<file path="src/rtl/pcie_p2s2p_link_pkg.sv">
// Shared constants and types for the serial loopback link.
// COM is the idle/alignment symbol and never a data value.
package pcie_pkg;

  localparam int DATA_W = 8;
  localparam int CNT_W = $clog2(DATA_W);

  localparam logic [DATA_W-1:0] COM_SYM = 8'hBC;

  localparam logic [CNT_W-1:0] CNT_LAST =
    CNT_W'(DATA_W - 1);

  typedef enum logic {
    UNLOCKED,
    LOCKED
  } rx_state_t;

endpackage

</file>
<file path="src/rtl/pcie_p2s2p_link_if.sv">
// Parallel-side handshake bundle plus serial probe.
// master = source/consumer, slave = the link.
interface pcie_p2s2p_link_if;
  import pcie_pkg::*;

  logic              valid_in;
  logic [DATA_W-1:0] data_in;
  logic              in_ready;
  logic              serial_out;
  logic [DATA_W-1:0] data_out;
  logic              valid_out;
  logic              locked;

  modport master (
    output valid_in,
    output data_in,
    input  in_ready,
    input  serial_out,
    input  data_out,
    input  valid_out,
    input  locked
  );

  modport slave (
    input  valid_in,
    input  data_in,
    output in_ready,
    output serial_out,
    output data_out,
    output valid_out,
    output locked
  );

endinterface

</file>
<file path="src/rtl/pcie_rx_des.sv">
// Deserializer aligning on COM, then framing every
// DATA_W bits. Lock is sticky until reset.
module pcie_rx_des
  import pcie_pkg::*;
(
  input  logic              clk,
  input  logic              rst_n,
  input  logic              serial_i,
  output logic [DATA_W-1:0] data_o,
  output logic              valid_o,
  output logic              locked_o
);

  rx_state_t         state_q;
  rx_state_t         state_d;
  logic [DATA_W-1:0] rx_shift_q;
  logic [DATA_W-1:0] rx_next;
  logic [CNT_W-1:0]  rx_cnt_q;
  logic [CNT_W-1:0]  rx_cnt_d;
  logic [DATA_W-1:0] data_q;
  logic [DATA_W-1:0] data_d;
  logic              valid_q;
  logic              valid_d;

  assign rx_next  = {rx_shift_q[DATA_W-2:0], serial_i};
  assign data_o   = data_q;
  assign valid_o  = valid_q;
  assign locked_o = (state_q == LOCKED);

  // Alignment search and word framing.
  always_comb begin
    state_d  = state_q;
    rx_cnt_d = rx_cnt_q;
    data_d   = data_q;
    valid_d  = 1'b0;
    unique case (state_q)
      UNLOCKED: begin
        if (rx_next == COM_SYM) begin
          state_d  = LOCKED;
          rx_cnt_d = '0;
        end
      end
      LOCKED: begin
        if (rx_cnt_q == CNT_LAST) begin
          rx_cnt_d = '0;
          if (rx_next != COM_SYM) begin
            data_d  = rx_next;
            valid_d = 1'b1;
          end
        end else begin
          rx_cnt_d = rx_cnt_q + 1'b1;
        end
      end
    endcase
  end

  // State, shift register and output registers.
  always_ff @(posedge clk or negedge rst_n) begin
    if (!rst_n) begin
      state_q    <= UNLOCKED;
      rx_shift_q <= '0;
      rx_cnt_q   <= '0;
      data_q     <= '0;
      valid_q    <= 1'b0;
    end else begin
      state_q    <= state_d;
      rx_shift_q <= rx_next;
      rx_cnt_q   <= rx_cnt_d;
      data_q     <= data_d;
      valid_q    <= valid_d;
    end
  end

endmodule

</file>
<file path="src/rtl/pcie_tx_ser.sv">
// MSB-first serializer with a free-running bit counter.
// Loads a word (or COM when idle) on the last bit slot.
module pcie_tx_ser
  import pcie_pkg::*;
(
  input  logic              clk,
  input  logic              rst_n,
  input  logic              valid_i,
  input  logic [DATA_W-1:0] data_i,
  output logic              in_ready_o,
  output logic              serial_o
);

  logic [DATA_W-1:0] tx_shift_q;
  logic [DATA_W-1:0] tx_shift_d;
  logic [CNT_W-1:0]  tx_cnt_q;
  logic [CNT_W-1:0]  tx_cnt_d;
  logic              last;

  assign last       = (tx_cnt_q == CNT_LAST);
  assign in_ready_o = last;
  assign serial_o   = tx_shift_q[DATA_W-1];

  // Next shift/load value and counter wrap.
  always_comb begin
    tx_cnt_d   = tx_cnt_q + 1'b1;
    tx_shift_d = tx_shift_q << 1;
    if (last) begin
      tx_cnt_d   = '0;
      tx_shift_d = valid_i ? data_i : COM_SYM;
    end
  end

  // Shift register and counter; reset idles on COM.
  always_ff @(posedge clk or negedge rst_n) begin
    if (!rst_n) begin
      tx_shift_q <= COM_SYM;
      tx_cnt_q   <= '0;
    end else begin
      tx_shift_q <= tx_shift_d;
      tx_cnt_q   <= tx_cnt_d;
    end
  end

endmodule

</file>
<file path="src/rtl/pcie_p2s2p_link.sv">
// Loopback link: serializer feeding deserializer,
// serial line exposed for probing.
module pcie_p2s2p_link
  import pcie_pkg::*;
(
  input  logic               CLK,
  input  logic               RESET,
  pcie_p2s2p_link_if.slave   bus
);

  logic serial;

  assign bus.serial_out = serial;

  pcie_tx_ser u_tx (
    .clk        (CLK),
    .rst_n      (RESET),
    .valid_i    (bus.valid_in),
    .data_i     (bus.data_in),
    .in_ready_o (bus.in_ready),
    .serial_o   (serial)
  );

  pcie_rx_des u_rx (
    .clk      (CLK),
    .rst_n    (RESET),
    .serial_i (serial),
    .data_o   (bus.data_out),
    .valid_o  (bus.valid_out),
    .locked_o (bus.locked)
  );

endmodule

</file>
<file path="src/flat_wrapper.sv">
// flat-port wrapper written by rule: the top's interface ports become plain ports
module pcie_p2s2p_link_flat import pcie_pkg::*;
  (CLK, RESET, bus_valid_in, bus_data_in, bus_in_ready, bus_serial_out, bus_data_out, bus_valid_out, bus_locked);
  pcie_p2s2p_link_if bus_i ();
  input  logic CLK;
  input  logic RESET;
  input wire logic [$bits(bus_i.valid_in)-1:0] bus_valid_in;
  input wire logic [$bits(bus_i.data_in)-1:0] bus_data_in;
  output wire logic [$bits(bus_i.in_ready)-1:0] bus_in_ready;
  output wire logic [$bits(bus_i.serial_out)-1:0] bus_serial_out;
  output wire logic [$bits(bus_i.data_out)-1:0] bus_data_out;
  output wire logic [$bits(bus_i.valid_out)-1:0] bus_valid_out;
  output wire logic [$bits(bus_i.locked)-1:0] bus_locked;
  assign bus_i.valid_in = bus_valid_in;
  assign bus_i.data_in = bus_data_in;
  assign bus_in_ready = bus_i.in_ready;
  assign bus_serial_out = bus_i.serial_out;
  assign bus_data_out = bus_i.data_out;
  assign bus_valid_out = bus_i.valid_out;
  assign bus_locked = bus_i.locked;
  pcie_p2s2p_link u_core (.CLK(CLK), .RESET(RESET), .bus(bus_i));
endmodule
</file>
<file path="config.mk">
export PLATFORM = sky130hd
export DESIGN_NAME = pcie_p2s2p_link_flat
export DESIGN_NICKNAME = d
export VERILOG_FILES = /design/src/rtl/pcie_p2s2p_link_pkg.sv /design/src/rtl/pcie_p2s2p_link_if.sv /design/src/rtl/pcie_rx_des.sv /design/src/rtl/pcie_tx_ser.sv /design/src/rtl/pcie_p2s2p_link.sv /design/src/flat_wrapper.sv
export SDC_FILE = /design/constraint.sdc
export NUM_CORES = 1
export LEC_CHECK = 0
export CAP_MARGIN = 20
export CORE_UTILIZATION = 52
export DETAILED_ROUTE_END_ITERATION = 8
export PLACE_DENSITY_LB_ADDON = 0.3
export RECOVER_POWER = 50
export SYNTH_ARGS = -nofsm -noshare
export SYNTH_HDL_FRONTEND = slang
export SYNTH_HIERARCHICAL = 1
export SYNTH_SLANG_ARGS = --single-unit
</file>
<file path="constraint.sdc">
create_clock -name CLK -period 2.9 [get_ports CLK]
set_input_delay 0.435 -clock CLK [delete_from_list [all_inputs] [get_ports CLK]]
set_output_delay 0.435 -clock CLK [all_outputs]
set_load 0.03 [all_outputs]
</file>
==> key figures <==
Yosys
  – Leading area contributor after synthesis: dfrtp_1
  – Post-synthesis mux area share: 0.0792
  – EDFF count, synth: 0
  – Flops & latches, synth: 31
  – Adder-cell area share of the yosys netlist: 0.0550
  – Ys flop type: dfrtp_1
  – Count leader, synth: dfrtp_1
  – Register area share after synthesis: 0.688
  – Synth Area in Compound Gates: 0.0825
  – Main combinational cell family by area after synthesis: compound AO/OA/AOI/OAI gates
  – Cell variety after synth: 20
  – Yosys warns: 6
  – Net Count, Synth: 90
  – Post-synth top cells: dfrtp_1 (26), mux2_2 (8), dfstp_2 (5), ha_1 (5), o22a_1 (5)
  – Syn_area_per_cell: around 15 um^2
  – Post-synthesis share of cell area spent on xor and xnor gates: 0
  – Mapped cell area: 1140 um^2
  – Post-synth ARST share: 1.00
  – Synth top area share: 0.572
  – Post-synthesis cell count: 74
  – Simple-gate share of the synthesized area: 0.0759
  – Synth area leaders: dfrtp_1 (57%), dfstp_2 (12%), mux2_2 (7.9%)

Drt
  – # DRC: 0
  – Post-route ant nets: 0
  – Iter 0 DRT Violations: 8
  – Via Count: ~650
  – Final WL: 1630 um
  – WL/cell: ~12 um
  – Vias per cell: between 4 and 5
  – Pre-antenna DRT Iters: 3

Clocking
  – Post-CTS Resized: 0
  – Clock transition at the registers of the reported paths: 90 ps
  – Sink Count: 31
  – CTS Buf Count: 5
  – CTS tree: done
  – Clk buf depth: 2
  – Depth of the CTS H-tree: 2
  – Clk Latency, worst-skew pair: between 300 and 400 ps
  – Post-CTS Setup Repair Bufs: 0
  – Hold buffers post-CTS: 0
  – Root Buffer: clkbuf_4

Global routing
  – GR Util All Layers: 0.179
  – GRT Residual Overflow: 0
  – Largest net degree at the start of global routing: 32
  – First-pass GRT wire length: about 3100 um
  – Number of global-route vias before repair: just over 700
  – Initial antenna violation count: 0

Placement
  – Hpwl dp: 1140 um
  – Port bufs: 22
  – GPL Wtd Cong: between 0.6 and 0.7
  – Inst Count DP: approximately 120

Hold path
  – Tightest Hold Check Type: register to register

STA
  – Fin. max-slew vios: 32
  – Skew final: 13.5 ps
  – Final Hold Vio Count: 0
  – Fin Setup TNS: 0 ps
  – Slew HR: -0.0330
  – F_max: 0.458 GHz
  – Final Setup Violations: 0
  – Tmin final: about 2200 ps
  – Measured slew at the worst slew-check pin: approximately 1500 ps
  – RSZ-0062 raised after global routing: no
  – Crit share post-route: 0.752

Final layout
  – Layout Cells excl Fill: 131
  – Area growth, synth to finish: 28.3%
  – Antenna Cells: 0
  – Final #Nets: 119
  – Fraction of layout cells with a size suffix above 1: 0.202
  – Final core utilization: 0.729

Pwr
  – Peak supply drop: ~0.53 mV
  – Pleak: approximately 0.66 nW
  – PwrDens: ~840 nW/um^2

Run
  – Max-cap violation count: 1

Floorplan
  – Initial Util: 0.568
  – Die width: approximately 49 um
  – Core area: ~2000 um^2
  – Ports: 23
  – Die Ht: ~49 um
  – # rows: 16
  – Die Area: roughly 2400 um^2

Status
  – Outcome: finished, violations left
  – Failing checks: max-capacitance violations, max-slew violations

Worst setup path
  – CP Launch Type: register
  – CP Capture Type: output port
  – CP peak stage delay: 600 ps
  – CP bufs+invs: 1
  – Crit path max-delay cell type: clkdlybuf4s50_1
  – CP Max Fanout: 2
  – Crit path DAT: between 1500 and 2000 ps
  – CP Cell Sequence: ha_1, ha_1, clkdlybuf4s50_1
  – Setup CP Type: register to output port
  – CP delay by family, top: buffers and inverters
  – CP dominant cell by count: ha_1
  – WP data required: 2470 ps
## logic make-up (layout without fill, tap and decap cells)
family | Yosys count | after routing
mux | 8 | 8
buf+inv | 4 | 34
simple gates | 14 | 14
fa+ha+maj | 5 | 5
compound gates | 12 | 12
flops | 31 | 31
## metrics by stage
step                      total power [W]  instance area, um^2  hold slack (ps)  setup slack, ps
after floorplan                  0.000774                 1140              139             1290
after global placement           0.000917                 1390              374             1110
after detailed placement         0.000931                 1390              379             1080
after CTS                         0.00125                 1460              410              692
after global routing              0.00130                 1460              430              516
final                             0.00123                 1460              405              718
## path summary, 6_finish.rpt
check                                          start  depth (start not counted)                         to  slack (ps)
setup / recovery             u_core/u_tx/tx_cnt_q[0]                          3               bus_in_ready         720
setup reg to reg           u_core/u_tx/tx_shift_q[7]                          3      u_core/u_rx/data_o[6]        1270
max in group asynchronous                      RESET                          2  u_core/u_rx/rx_shift_q[5]         970
hold reg to reg            u_core/u_rx/rx_shift_q[1]                          0  u_core/u_rx/rx_shift_q[2]         400
min in group asynchronous                      RESET                          2      u_core/u_rx/data_o[5]        1030
hold / removal             u_core/u_rx/rx_shift_q[1]                          0  u_core/u_rx/rx_shift_q[2]         400
## power breakdown
part | total, W | leakage (nW) | switching [W] | internal (W)
logic | 0.000351 | 0.243 | 0.000180 | 0.000171
clock network | 0.000315 | 0.0395 | 0.000132 | 0.000183
registers | 0.000563 | 0.377 | 0.0000455 | 0.000517
total | 0.00123 | 0.660 | 0.000357 | 0.000872
## flip-flops by register name, indices dropped and copies added (netlist names)
name / count
u_core/u_rx/rx_shift_q: 7
u_core/u_rx/data_o: 8
u_core/u_rx/locked_o: 1
u_core/u_rx/rx_cnt_q: 3
u_core/u_rx/valid_o: 1
u_core/u_tx/tx_shift_q: 8
u_core/u_tx/tx_cnt_q: 3
## cell usage in the layout (no fill, tap or decap)
cell type         n
dfrtp_1          26
a21oi_4           1
o22a_1            5
nand3_1           2
and2_1            1
and4bb_4          1
clkbuf_4          5
dlygate4sd3_1     1
nand2b_1          2
clkbuf_1          3
nand2_2           1
and3_1            1
mux2_2            8
nand2_1           3
o21ai_0           4
a22o_1            1
ha_1              5
and4b_1           1
nor2_1            2
dfstp_2           4
bufinv_16         1
a21oi_1           1
dfstp_1           1
clkdlybuf4s50_1  21
inv_1             3
## metal layers
metal,track usage,routed length [um],vias up
met5,0,0,-
met4,0.0882,22,0
met3,0.0786,77,2
met2,0.269,759,20
met1,0.220,770,313
li1,-,-,318
## area by class of cell
type	count	area (um^2)
repair buffers	23	224
fillers	144	543
inverters	3	11.3
clock inverters	1	30.0
flip-flops and latches	31	782
multi-input cells	39	333
clock buffers	7	45.0
well taps	27	33.8
Power figures use the tool's default switching activity.
